[src/rtl/ex_muldiv_if.sv]
`default_nettype none
// ============================================================================
//  Module   : ex_muldiv_if
//  Purpose  : Dispatch / result handshake bundle between ID, the M-extension
//             execute unit and MEM/WB. master = pipeline side,
//             slave = ex_muldiv side.
//  Revision : 1.0  initial release
// ============================================================================
interface ex_muldiv_if #(
    parameter int XLEN = 32
);
    // Dispatch side (ID -> unit)
    logic            in_valid;
    logic            in_ready;
    logic [2:0]      op;
    logic [XLEN-1:0] rs1_val;
    logic [XLEN-1:0] rs2_val;
    logic [4:0]      rd_addr_in;

    // Result side (unit -> MEM/WB)
    logic            out_valid;
    logic            out_ready;
    logic [4:0]      rd_addr;
    logic [XLEN-1:0] rd_val;

    // Stall request towards ID
    logic            busy;

    modport master (
        output in_valid, op, rs1_val, rs2_val, rd_addr_in, out_ready,
        input  in_ready, out_valid, rd_addr, rd_val, busy
    );

    modport slave (
        input  in_valid, op, rs1_val, rs2_val, rd_addr_in, out_ready,
        output in_ready, out_valid, rd_addr, rd_val, busy
    );
endinterface
`default_nettype wire

[src/rtl/ex_muldiv.sv]
`default_nettype none
// ============================================================================
//  Module   : ex_muldiv
//  Purpose  : RV M-extension execute unit (MUL/MULH/MULHSU/MULHU/DIV/DIVU/
//             REM/REMU). Iterative shift-add multiply and restoring divide on
//             operand magnitudes, with the sign applied to the final result.
//             Divide-by-zero and signed overflow complete one cycle after
//             accept.
//  Options  : `define FAST_MUL_EN -> single-cycle combinational multiply,
//             registered on accept; the iterative MUL state is not built.
//  Revision : 1.0  initial release
// ============================================================================
module ex_muldiv #(
    parameter int XLEN = 32
) (
    input  wire logic    clk_in,
    input  wire logic    rst_in,
    input  wire logic    rdy_in,
    input  wire logic    flush,
    ex_muldiv_if.slave   bus
);
    localparam int CNT_W = $clog2(XLEN) + 1;

    // Counter value of the final iteration (XLEN iterations, counted 0..XLEN-1)
    localparam logic [CNT_W-1:0] c_last_cnt = CNT_W'(XLEN - 1);
    localparam logic [XLEN-1:0]  c_int_min  = {1'b1, {(XLEN-1){1'b0}}};

    typedef enum logic [1:0] {
        S_IDLE = 2'd0,
        S_MUL  = 2'd1,
        S_DIV  = 2'd2,
        S_DONE = 2'd3
    } state_t;

    state_t            r_state;
    logic [CNT_W-1:0]  r_cnt;
    logic [1:0]        r_op;        // funct3[1:0]; the mul/div choice lives in the state
    logic              r_neg;       // final result must be negated
    logic [XLEN-1:0]   r_opnd;      // multiplicand (MUL) or divisor (DIV) magnitude
    logic [2*XLEN-1:0] r_acc;       // MUL: {partial hi, multiplier}; DIV: {remainder, dividend/quotient}
    logic              r_out_valid;
    logic [4:0]        r_rd_addr;
    logic [XLEN-1:0]   r_rd_val;

    logic              w_s1_signed;
    logic              w_s2_signed;
    logic              w_sign1;
    logic              w_sign2;
    logic [XLEN-1:0]   w_mag1;
    logic [XLEN-1:0]   w_mag2;
    logic              w_neg_res;
    logic              w_div0;
    logic              w_ovf;
    logic              w_special;
    logic [XLEN-1:0]   w_special_val;

    // Operand signedness per funct3, magnitudes and the sign the result will carry
    always_comb begin
        w_s1_signed = 1'b0;
        w_s2_signed = 1'b0;
        case (bus.op)
            3'd0, 3'd1, 3'd4, 3'd6: begin
                w_s1_signed = 1'b1;
                w_s2_signed = 1'b1;
            end
            3'd2:    w_s1_signed = 1'b1;
            default: ;
        endcase
        w_sign1   = w_s1_signed & bus.rs1_val[XLEN-1];
        w_sign2   = w_s2_signed & bus.rs2_val[XLEN-1];
        w_mag1    = w_sign1 ? -bus.rs1_val : bus.rs1_val;
        w_mag2    = w_sign2 ? -bus.rs2_val : bus.rs2_val;
        // Remainder follows the dividend; quotient and product follow sign1^sign2
        w_neg_res = (bus.op[2] & bus.op[1]) ? w_sign1 : (w_sign1 ^ w_sign2);
    end

    // Divide special cases resolved at accept time
    always_comb begin
        w_div0        = bus.op[2] & (bus.rs2_val == '0);
        w_ovf         = bus.op[2] & ~bus.op[0] &
                        (bus.rs1_val == c_int_min) & (bus.rs2_val == '1);
        w_special     = w_div0 | w_ovf;
        w_special_val = '0;
        if (w_div0)
            w_special_val = bus.op[1] ? bus.rs1_val : '1;
        else if (w_ovf)
            w_special_val = bus.op[1] ? '0 : c_int_min;
    end

`ifdef FAST_MUL_EN
    logic [2*XLEN-1:0] w_fast_prod;
    logic [2*XLEN-1:0] w_fast_full;
    logic [XLEN-1:0]   w_fast_res;

    // Whole product in one cycle, signed fix-up and half selection from live inputs
    always_comb begin
        w_fast_prod = {{XLEN{1'b0}}, w_mag1} * {{XLEN{1'b0}}, w_mag2};
        w_fast_full = w_neg_res ? -w_fast_prod : w_fast_prod;
        w_fast_res  = (bus.op[1:0] == 2'd0) ? w_fast_full[XLEN-1:0]
                                            : w_fast_full[2*XLEN-1:XLEN];
    end
`else
    logic [XLEN:0]     w_mul_sum;
    logic [2*XLEN-1:0] w_mul_next;
    logic [2*XLEN-1:0] w_mul_full;
    logic [XLEN-1:0]   w_mul_res;

    // One shift-add step; the result is taken from the post-step accumulator
    // so the final step and the result register share the same edge
    always_comb begin
        w_mul_sum  = {1'b0, r_acc[2*XLEN-1:XLEN]} +
                     (r_acc[0] ? {1'b0, r_opnd} : {(XLEN+1){1'b0}});
        w_mul_next = {w_mul_sum, r_acc[XLEN-1:1]};
        w_mul_full = r_neg ? -w_mul_next : w_mul_next;
        w_mul_res  = (r_op == 2'd0) ? w_mul_full[XLEN-1:0]
                                    : w_mul_full[2*XLEN-1:XLEN];
    end
`endif

    logic [XLEN:0]     w_div_shift;
    logic [XLEN:0]     w_div_trial;
    logic [2*XLEN-1:0] w_div_next;
    logic [XLEN-1:0]   w_div_core;
    logic [XLEN-1:0]   w_div_res;

    // One restoring-divide step: shift in the next dividend bit, keep the
    // subtraction only when it does not borrow
    always_comb begin
        w_div_shift = {r_acc[2*XLEN-1:XLEN], r_acc[XLEN-1]};
        w_div_trial = w_div_shift - {1'b0, r_opnd};
        if (w_div_trial[XLEN])
            w_div_next = {w_div_shift[XLEN-1:0], r_acc[XLEN-2:0], 1'b0};
        else
            w_div_next = {w_div_trial[XLEN-1:0], r_acc[XLEN-2:0], 1'b1};
        w_div_core = r_op[1] ? w_div_next[2*XLEN-1:XLEN] : w_div_next[XLEN-1:0];
        w_div_res  = r_neg ? -w_div_core : w_div_core;
    end

    // Control FSM and datapath registers; rdy_in low freezes everything
    always_ff @(posedge clk_in or posedge rst_in) begin
        if (rst_in) begin
            r_state     <= S_IDLE;
            r_cnt       <= '0;
            r_op        <= '0;
            r_neg       <= 1'b0;
            r_opnd      <= '0;
            r_acc       <= '0;
            r_out_valid <= 1'b0;
            r_rd_addr   <= '0;
            r_rd_val    <= '0;
        end else if (rdy_in) begin
            if (flush) begin
                r_state     <= S_IDLE;
                r_out_valid <= 1'b0;
                r_cnt       <= '0;
            end else begin
                case (r_state)
                    S_IDLE: begin
                        if (bus.in_valid) begin
                            r_op      <= bus.op[1:0];
                            r_rd_addr <= bus.rd_addr_in;
                            r_neg     <= w_neg_res;
                            r_cnt     <= '0;
                            if (!bus.op[2]) begin
`ifdef FAST_MUL_EN
                                r_rd_val    <= w_fast_res;
                                r_out_valid <= 1'b1;
                                r_state     <= S_DONE;
`else
                                r_acc   <= {{XLEN{1'b0}}, w_mag2};
                                r_opnd  <= w_mag1;
                                r_state <= S_MUL;
`endif
                            end else if (w_special) begin
                                r_rd_val    <= w_special_val;
                                r_out_valid <= 1'b1;
                                r_state     <= S_DONE;
                            end else begin
                                r_acc   <= {{XLEN{1'b0}}, w_mag1};
                                r_opnd  <= w_mag2;
                                r_state <= S_DIV;
                            end
                        end
                    end
`ifndef FAST_MUL_EN
                    S_MUL: begin
                        r_acc <= w_mul_next;
                        if (r_cnt == c_last_cnt) begin
                            r_rd_val    <= w_mul_res;
                            r_out_valid <= 1'b1;
                            r_cnt       <= '0;
                            r_state     <= S_DONE;
                        end else begin
                            r_cnt <= r_cnt + 1'b1;
                        end
                    end
`endif
                    S_DIV: begin
                        r_acc <= w_div_next;
                        if (r_cnt == c_last_cnt) begin
                            r_rd_val    <= w_div_res;
                            r_out_valid <= 1'b1;
                            r_cnt       <= '0;
                            r_state     <= S_DONE;
                        end else begin
                            r_cnt <= r_cnt + 1'b1;
                        end
                    end
                    S_DONE: begin
                        if (bus.out_ready) begin
                            r_out_valid <= 1'b0;
                            r_state     <= S_IDLE;
                        end
                    end
                    default: r_state <= S_IDLE;
                endcase
            end
        end
    end

    assign bus.in_ready  = (r_state == S_IDLE);
    assign bus.busy      = (r_state != S_IDLE);
    assign bus.out_valid = r_out_valid;
    assign bus.rd_addr   = r_rd_addr;
    assign bus.rd_val    = r_rd_val;

endmodule
`default_nettype wire

[src/flat_wrapper.sv]
// flat-port wrapper written by rule: the top's interface ports become plain ports
module ex_muldiv_flat 
#(
    parameter int XLEN = 32
)
  (clk_in, rst_in, rdy_in, flush, bus_in_valid, bus_op, bus_rs1_val, bus_rs2_val, bus_rd_addr_in, bus_out_ready, bus_in_ready, bus_out_valid, bus_rd_addr, bus_rd_val, bus_busy);
  ex_muldiv_if #(.XLEN(XLEN)) bus_i ();
  input  wire logic clk_in;
  input  wire logic rst_in;
  input  wire logic rdy_in;
  input  wire logic flush;
  input wire logic [$bits(bus_i.in_valid)-1:0] bus_in_valid;
  input wire logic [$bits(bus_i.op)-1:0] bus_op;
  input wire logic [$bits(bus_i.rs1_val)-1:0] bus_rs1_val;
  input wire logic [$bits(bus_i.rs2_val)-1:0] bus_rs2_val;
  input wire logic [$bits(bus_i.rd_addr_in)-1:0] bus_rd_addr_in;
  input wire logic [$bits(bus_i.out_ready)-1:0] bus_out_ready;
  output wire logic [$bits(bus_i.in_ready)-1:0] bus_in_ready;
  output wire logic [$bits(bus_i.out_valid)-1:0] bus_out_valid;
  output wire logic [$bits(bus_i.rd_addr)-1:0] bus_rd_addr;
  output wire logic [$bits(bus_i.rd_val)-1:0] bus_rd_val;
  output wire logic [$bits(bus_i.busy)-1:0] bus_busy;
  assign bus_i.in_valid = bus_in_valid;
  assign bus_i.op = bus_op;
  assign bus_i.rs1_val = bus_rs1_val;
  assign bus_i.rs2_val = bus_rs2_val;
  assign bus_i.rd_addr_in = bus_rd_addr_in;
  assign bus_i.out_ready = bus_out_ready;
  assign bus_in_ready = bus_i.in_ready;
  assign bus_out_valid = bus_i.out_valid;
  assign bus_rd_addr = bus_i.rd_addr;
  assign bus_rd_val = bus_i.rd_val;
  assign bus_busy = bus_i.busy;
  ex_muldiv #(.XLEN(XLEN)) u_core (.clk_in(clk_in), .rst_in(rst_in), .rdy_in(rdy_in), .flush(flush), .bus(bus_i));
endmodule
[config.mk]
export PLATFORM = sky130hd
export DESIGN_NAME = ex_muldiv_flat
export DESIGN_NICKNAME = d
export VERILOG_FILES = /design/src/rtl/ex_muldiv_if.sv /design/src/rtl/ex_muldiv.sv /design/src/flat_wrapper.sv
export SDC_FILE = /design/constraint.sdc
export NUM_CORES = 1
export LEC_CHECK = 0
export ABC_AREA = 0
export BUFFER_PORTS_ARGS = -buffer_cell sky130_fd_sc_hd__buf_4
export CAP_MARGIN = 20
export CORE_MARGIN = 3
export CORE_UTILIZATION = 45
export CTS_CLUSTER_SIZE = 14
export DETAILED_ROUTE_END_ITERATION = 7
export SYNTH_ARGS = -nofsm -noshare
export SYNTH_HDL_FRONTEND = slang
export SYNTH_SLANG_ARGS = --single-unit
[constraint.sdc]
create_clock -name clk_in -period 5.8 [get_ports clk_in]
set_clock_uncertainty 0.2 [all_clocks]
set_input_delay 1.45 -clock clk_in [delete_from_list [all_inputs] [get_ports clk_in]]
set_output_delay 1.45 -clock clk_in [all_outputs]
set_load 0.1 [all_outputs]
==> flow_summary.json, run 1 <==
{
  "status": "finished, final reports clean",
  "via_per_inst": 6.39,
  "drt_iter0_drc": 1825,
  "cts_num_sinks": 145,
  "min_period_ps": 5370,
  "p_leak_nw": 8.00,
  "area_delta_synth_final_pct": 11.0,
  "synth_cell_types": 104,
  "finalCritPeriodShare_pct": 92.6,
  "die_h_um": 201,
  "rows": 70,
  "syn_inst": 2375,
  "start_kind": "flip-flop",
  "avgSynthCellArea_um2": 7.20,
  "grt_max_degree": 102,
  "hold_violations": 0,
  "netlist_area_um2": 17100,
  "fin_area_um2": 19000,
  "synth_flop_cell": "dfrtp_1",
  "slew_violations": 0,
  "start_util_pct": 46.2,
  "path_clk_slew_ps": 80,
  "ys_seq_area_share_pct": 21.2,
  "portBuffers": 117,
  "drive_gt1_share_pct": 11.8,
  "firstDrtPassIters": 6,
  "place_congestion": 0.962,
  "synth_top_family_by_area": "compound AO/OA/AOI/OAI gates",
  "grt_pass1_wl_um": 107000,
  "drv_cap": 0,
  "grt_pass1_vias": 17400,
  "cts-resized-gates": 0,
  "tightest_slew_ps": 1030,
  "via_count": 18600,
  "grt.total_usage_pct": 34.2,
  "crit_arrival_ps": 5530,
  "vdd_drop_max_v": 0.000689,
  "cts_max_level": 4,
  "dieArea_um2": 40400,
  "synth_nets": 2529,
  "cts_buffers": 17,
  "setup_viol": 0,
  "hold_path_class": "flip-flop to flip-flop",
  "synth-simple-area-share_pct": 23.4,
  "core_um2": 37000,
  "critical_path_required_ps": 5960,
  "yosys.area_share.adder_pct": 5.65,
  "dp.cells": 2880,
  "synth_edf_count": 0,
  "root_buffer": "clkbuf_16",
  "max_freq_ghz": 0.186,
  "dpl_cell_area_um2": 18400,
  "async_flop_share_pct": 100,
  "maxSlewHeadroom_pct": 31.2,
  "fp.dieW_um": 201,
  "pwr_density_cell_nw_per_um2": 533,
  "synth_compound_area_share_pct": 31.9,
  "cp_max_fo": 9,
  "synth_warnings": 0,
  "critical_path_class": "flip-flop to flip-flop",
  "routed_wl_um": 70900,
  "post-cts-setup-buffers": 0,
  "grt_overflow": 0,
  "rsz0062_at_grt": "false",
  "synth_xor_area_share_pct": 9.52,
  "ios": 118,
  "hold_buffers": 0,
  "end_kind": "flip-flop",
  "cts_tree": "yes",
  "detail-route-antenna-nets": 0,
  "final_common_cell": "nand2_1",
  "finalNonFillerCells": 2913,
  "drc_errors": 0,
  "fin_tns_setup_ps": 0,
  "routedWlPerCell_um": 24.3,
  "dp_hpwl_um": 54600,
  "ctsLongestPathBuffers": 2,
  "num-fill-cells": 3731,
  "ys_seq_elements": 145,
  "final_cell_mix": "nand2_1, o21ai_0, a21oi_1",
  "synth.area.mux_share_pct": 2.49,
  "antenna_found_initial": 1,
  "clkLatencyLatePin_ps": 470,
  "fin_nets": 2549
}
## cell type report
cell class                 instances  area (µm²)  area share (%)
multi-input combinational       1980       12500            65.9
timing repair buffer             170        1330            6.99
clock buffer                      20         447            2.35
sequential                       145        3630            19.1
clock inverter                    12         136           0.718
inverter                          81         309            1.63
tap                              504         631            3.32
antenna                            1        2.50          0.0132
## routing by layer
layer	track usage, %	vias up	wire [µm]
met5	0	-	0
met4	11.4	0	2350
met3	6.11	114	6870
met2	50.5	1006	29700
met1	50.1	8815	32000
li1	-	8665	-
## kinds of logic after synthesis
group	count (synthesis)
mux	40
compound gates	840
buf+inv	250
xor+xnor	186
fa+ha+maj	76
simple gates	838
flops	145
## cell usage after synthesis (8+ instances only)
cell | instances | area share (%)
nor4_1 | 13 | 0.48
clkbuf_1 | 140 | 3.1
a221o_1 | 29 | 1.7
mux2_2 | 20 | 1.3
or3_1 | 18 | 0.66
inv_1 | 79 | 1.7
a22o_1 | 8 | 0.41
and2_1 | 49 | 1.8
nor2_1 | 201 | 4.4
o211ai_1 | 26 | 1.1
nand2b_1 | 26 | 0.95
mux2i_1 | 19 | 1.1
nand2_1 | 319 | 7.0
a31oi_1 | 23 | 0.84
or2_2 | 10 | 0.37
nor2b_1 | 11 | 0.40
o31ai_1 | 44 | 1.9
a211oi_1 | 22 | 0.97
buf_2 | 14 | 0.41
xnor2_1 | 110 | 5.6
and3_1 | 21 | 0.77
xor2_1 | 76 | 3.9
o41ai_1 | 16 | 0.82
nor3_1 | 45 | 1.3
nand3_1 | 43 | 1.3
buf_1 | 8 | 0.18
o21a_1 | 9 | 0.39
o21bai_1 | 9 | 0.39
dfrtp_1 | 145 | 21
a21o_1 | 27 | 1.2
a211o_1 | 9 | 0.46
a21oi_1 | 210 | 6.1
o21ai_0 | 265 | 7.8
o221ai_1 | 10 | 0.51
a22oi_1 | 27 | 1.2
or4_1 | 11 | 0.48
o22ai_1 | 11 | 0.40
nand4_1 | 30 | 1.1
ha_1 | 74 | 5.4
## power breakdown
part           total, mW  internal (mW)  leakage (nW)  switching, mW
logic               6.96           2.22          5.83           4.74
registers           2.02           1.36          1.90          0.656
clock network       1.15          0.646         0.277          0.507
## final timing paths
check | depth (start not counted) | slack (ps) | startpoint | to
setup / recovery | 20 | 430 | u_core.r_acc[31] | u_core.bus.rd_val[24]
hold / removal | 2 | 270 | u_core.bus.rd_addr[4] | u_core.bus.rd_addr[4]
setup reg to reg | 20 | 430 | u_core.r_acc[31] | u_core.bus.rd_val[24]
hold reg to reg | 2 | 270 | u_core.bus.rd_addr[4] | u_core.bus.rd_addr[4]
max in group asynchronous | 3 | 3550 | rst_in | u_core.r_opnd[25]
min in group asynchronous | 2 | 910 | rst_in | u_core.r_opnd[3]
## state kept, by name, summed over array words and instances (netlist names)
signal,flops
u_core.r_opnd,32
u_core.bus.rd_val,32
u_core.r_op,2
u_core.bus.rd_addr,5
u_core.r_state,2
u_core.bus.out_valid,1
u_core.r_neg,1
u_core.r_cnt,6
u_core.r_acc,64
## per-stage QoR
stage / power [mW] / hold slack [ps] / setup WS (ps) / utilization (%)
after floorplan: 6.73 / 246 / 255 / -
after global placement: 8.73 / 263 / 590 / 49.7
after detailed placement: 8.75 / 264 / 494 / 49.7
after CTS: 9.94 / 280 / 470 / 51.2
after global routing: 10.7 / 305 / 57.2 / 51.2
final: 10.1 / 275 / 428 / 51.2
## critical path: stages, from the launching register on
cell,delay (ps)
dfrtp_1,380
inv_1,110
ha_1,190
inv_1,60
fa_1,440
a211oi_2,330
nor3_4,90
o211ai_2,260
a311oi_4,170
a311oi_4,490
nor2_8,90
mux2i_1,290
a21o_1,170
ha_1,150
o21ai_0,90
nor3_1,450
and2b_1,310
nand3_4,160
o31a_1,360
nor3b_1,140
o32a_1,340
No activity file was read; power rests on OpenSTA's default activity.
==> run 2, diff against run 1 <==
--- a/config.mk
+++ b/config.mk
@@ -10,6 +10,7 @@
 export CAP_MARGIN = 20
 export CORE_MARGIN = 3
 export CORE_UTILIZATION = 45
+export CTS_BUF_LIST = sky130_fd_sc_hd__clkbuf_4 sky130_fd_sc_hd__clkbuf_8 sky130_fd_sc_hd__clkbuf_16
 export CTS_CLUSTER_SIZE = 14
 export DETAILED_ROUTE_END_ITERATION = 7
 export SYNTH_ARGS = -nofsm -noshare
==> run 2 against run 1 <==
Against the previous run: clock power is essentially flat; global-route usage about the same; critical path depth did not move; largest cell class unchanged.
==> flow_summary.json, run 2 (same netlist as run 1, synthesis figures left out) <==
{
  "fin_util_pct": 51.3,
  "grt_pass1_vias": 17400,
  "end_kind": "flip-flop",
  "ctsLongestPathBuffers": 2,
  "area_delta_synth_final_pct": 11.1,
  "max_freq_ghz": 0.187,
  "hold_depth": 2,
  "cts_buffers": 17,
  "cts_tree": "yes",
  "maxSlewHeadroom_pct": 32.5,
  "clkPwrFrac_pct": 11.5,
  "root_buffer": "clkbuf_16",
  "drive_gt1_share_pct": 11.8,
  "firstDrtPassIters": 5,
  "pwr_density_cell_nw_per_um2": 534,
  "r2r-end": "u_core.bus.rd_val[16]",
  "dpl_cell_area_um2": 18400,
  "final_common_cell": "nand2_1",
  "finalCritPeriodShare_pct": 92.3,
  "seqPwrFrac_pct": 19.9,
  "cts_num_sinks": 145,
  "combPwrFrac_pct": 68.6,
  "p_leak_nw": 8.01,
  "die_h_um": 201,
  "grt_overflow": 0,
  "hold_buffers": 0,
  "start_kind": "flip-flop",
  "hold_path_class": "flip-flop to flip-flop",
  "antenna_found_initial": 1,
  "place_congestion": 0.962,
  "ios": 118,
  "fin_area_um2": 19000,
  "cts_max_level": 4,
  "portBuffers": 117,
  "p_int_mw": 4.24,
  "grt.total_usage_pct": 34.2,
  "dp.cells": 2880,
  "fin_total_pwr_mw": 10.2,
  "drc_errors": 0,
  "sw_frac_of_total_pct": 58.2,
  "routedWlPerCell_um": 24.4,
  "slew_violations": 0,
  "rsz0062_at_grt": "false",
  "dp_hpwl_um": 54600,
  "drv_cap": 0,
  "crit_arrival_ps": 5510,
  "fp.dieW_um": 201,
  "drt_iter0_drc": 2023,
  "registers.top_by_ff_count": "u_core.r_acc",
  "finalNonFillerCells": 2913,
  "status": "finished, final reports clean",
  "critical_path_class": "flip-flop to flip-flop",
  "clkLatencyLatePin_ps": 470,
  "detail-route-antenna-nets": 0,
  "largest_register_ffs": 64,
  "routed_wl_um": 71100,
  "worstHoldStart": "u_core.bus.rd_addr[4]",
  "rows": 70,
  "final_cell_mix": "nand2_1, o21ai_0, a21oi_1",
  "cp_max_fo": 6,
  "start_util_pct": 46.2,
  "fin_tns_setup_ps": 0,
  "r2r-start": "u_core.r_acc[31]",
  "via_per_inst": 6.43,
  "r2r_slack_ps": 450,
  "r2r_cells": 20,
  "tightest_slew_ps": 1010,
  "core_um2": 37000,
  "p_switching_mw": 5.91,
  "dieArea_um2": 40400,
  "setup_viol": 0,
  "post-cts-setup-buffers": 0,
  "grt_max_degree": 102,
  "cts-resized-gates": 0,
  "min_period_ps": 5350,
  "path_clk_slew_ps": 70,
  "via_count": 18700,
  "vdd_drop_max_v": 0.000689,
  "min_to": "u_core.bus.rd_addr[4]",
  "critical_path_required_ps": 5960,
  "grt_pass1_wl_um": 107000,
  "fin_nets": 2549,
  "hold_violations": 0
}
-- run 2: cell counts in the layout (fill, tap and decap cells not counted) --
No cell type changed its count.
-- run 2: layout make-up --
cell class / count / area (µm²)
repair buffers: 170 / 1330
fillers: 3731 / 18100
well taps: 504 / 631
clock inverters: 12 / 136
flip-flops and latches: 145 / 3630
inverters: 81 / 309
multi-input cells: 1980 / 12500
clock buffers: 20 / 454
diodes: 1 / 2.50
-- run 2: worst max path at each step --
stage                           startpoint                    end  depth (start not counted)
after floorplan                     rst_in   u_core.bus.out_valid                          1
after global placement     u_core.r_acc[0]  u_core.bus.rd_val[30]                         15
after detailed placement  u_core.r_acc[31]  u_core.bus.rd_val[24]                         20
after CTS                 u_core.r_acc[31]  u_core.bus.rd_val[24]                         20
after global routing      u_core.r_acc[31]  u_core.bus.rd_val[24]                         20
final                     u_core.r_acc[31]  u_core.bus.rd_val[16]                         20
-- run 2: worst max-delay path: stages (launching register included) --
cell and delay (ps):
dfrtp_1 380, inv_1 110, ha_1 190, inv_1 60, fa_1 450, a211oi_2 330
nor3_4 90, o211ai_2 260, a311oi_4 170, a311oi_4 490, nor2_8 90, mux2i_1 280
a21o_1 160, ha_1 150, o21ai_0 80, nor3_1 430, nand3_1 240, o41ai_1 480
xnor2_1 180, o21ai_0 110, o32a_1 300
-- run 2: per-layer routing --
layer  global-route usage, %  part of all wire (%)  up-vias  routed length [µm]
li1                        -                     -     8665                   -
met1                    50.3                    46     8983               32400
met2                    50.4                    42      974               29800
met3                    5.61                   9.1      121                6490
met4                    11.9                   3.4        0                2430
met5                       0                     0        -                   0
-- run 2: through the flow --
step                      hold WS [ps]  setup slack [ps]
final                              275               446
after CTS                          280               470
after global routing               305              60.7
after detailed placement           264               494
after global placement             263               590
after floorplan                    246               255
-- run 2: power by group through the flow --
stage	clock, mW	combinational (mW)	sequential [mW]
finish	1.17	6.97	2.02
global route	1.21	7.44	2.05
CTS	1.17	6.81	1.97
detailed placement	0	6.76	1.99
global placement	0	6.76	1.98
floorplan	0	4.35	2.38
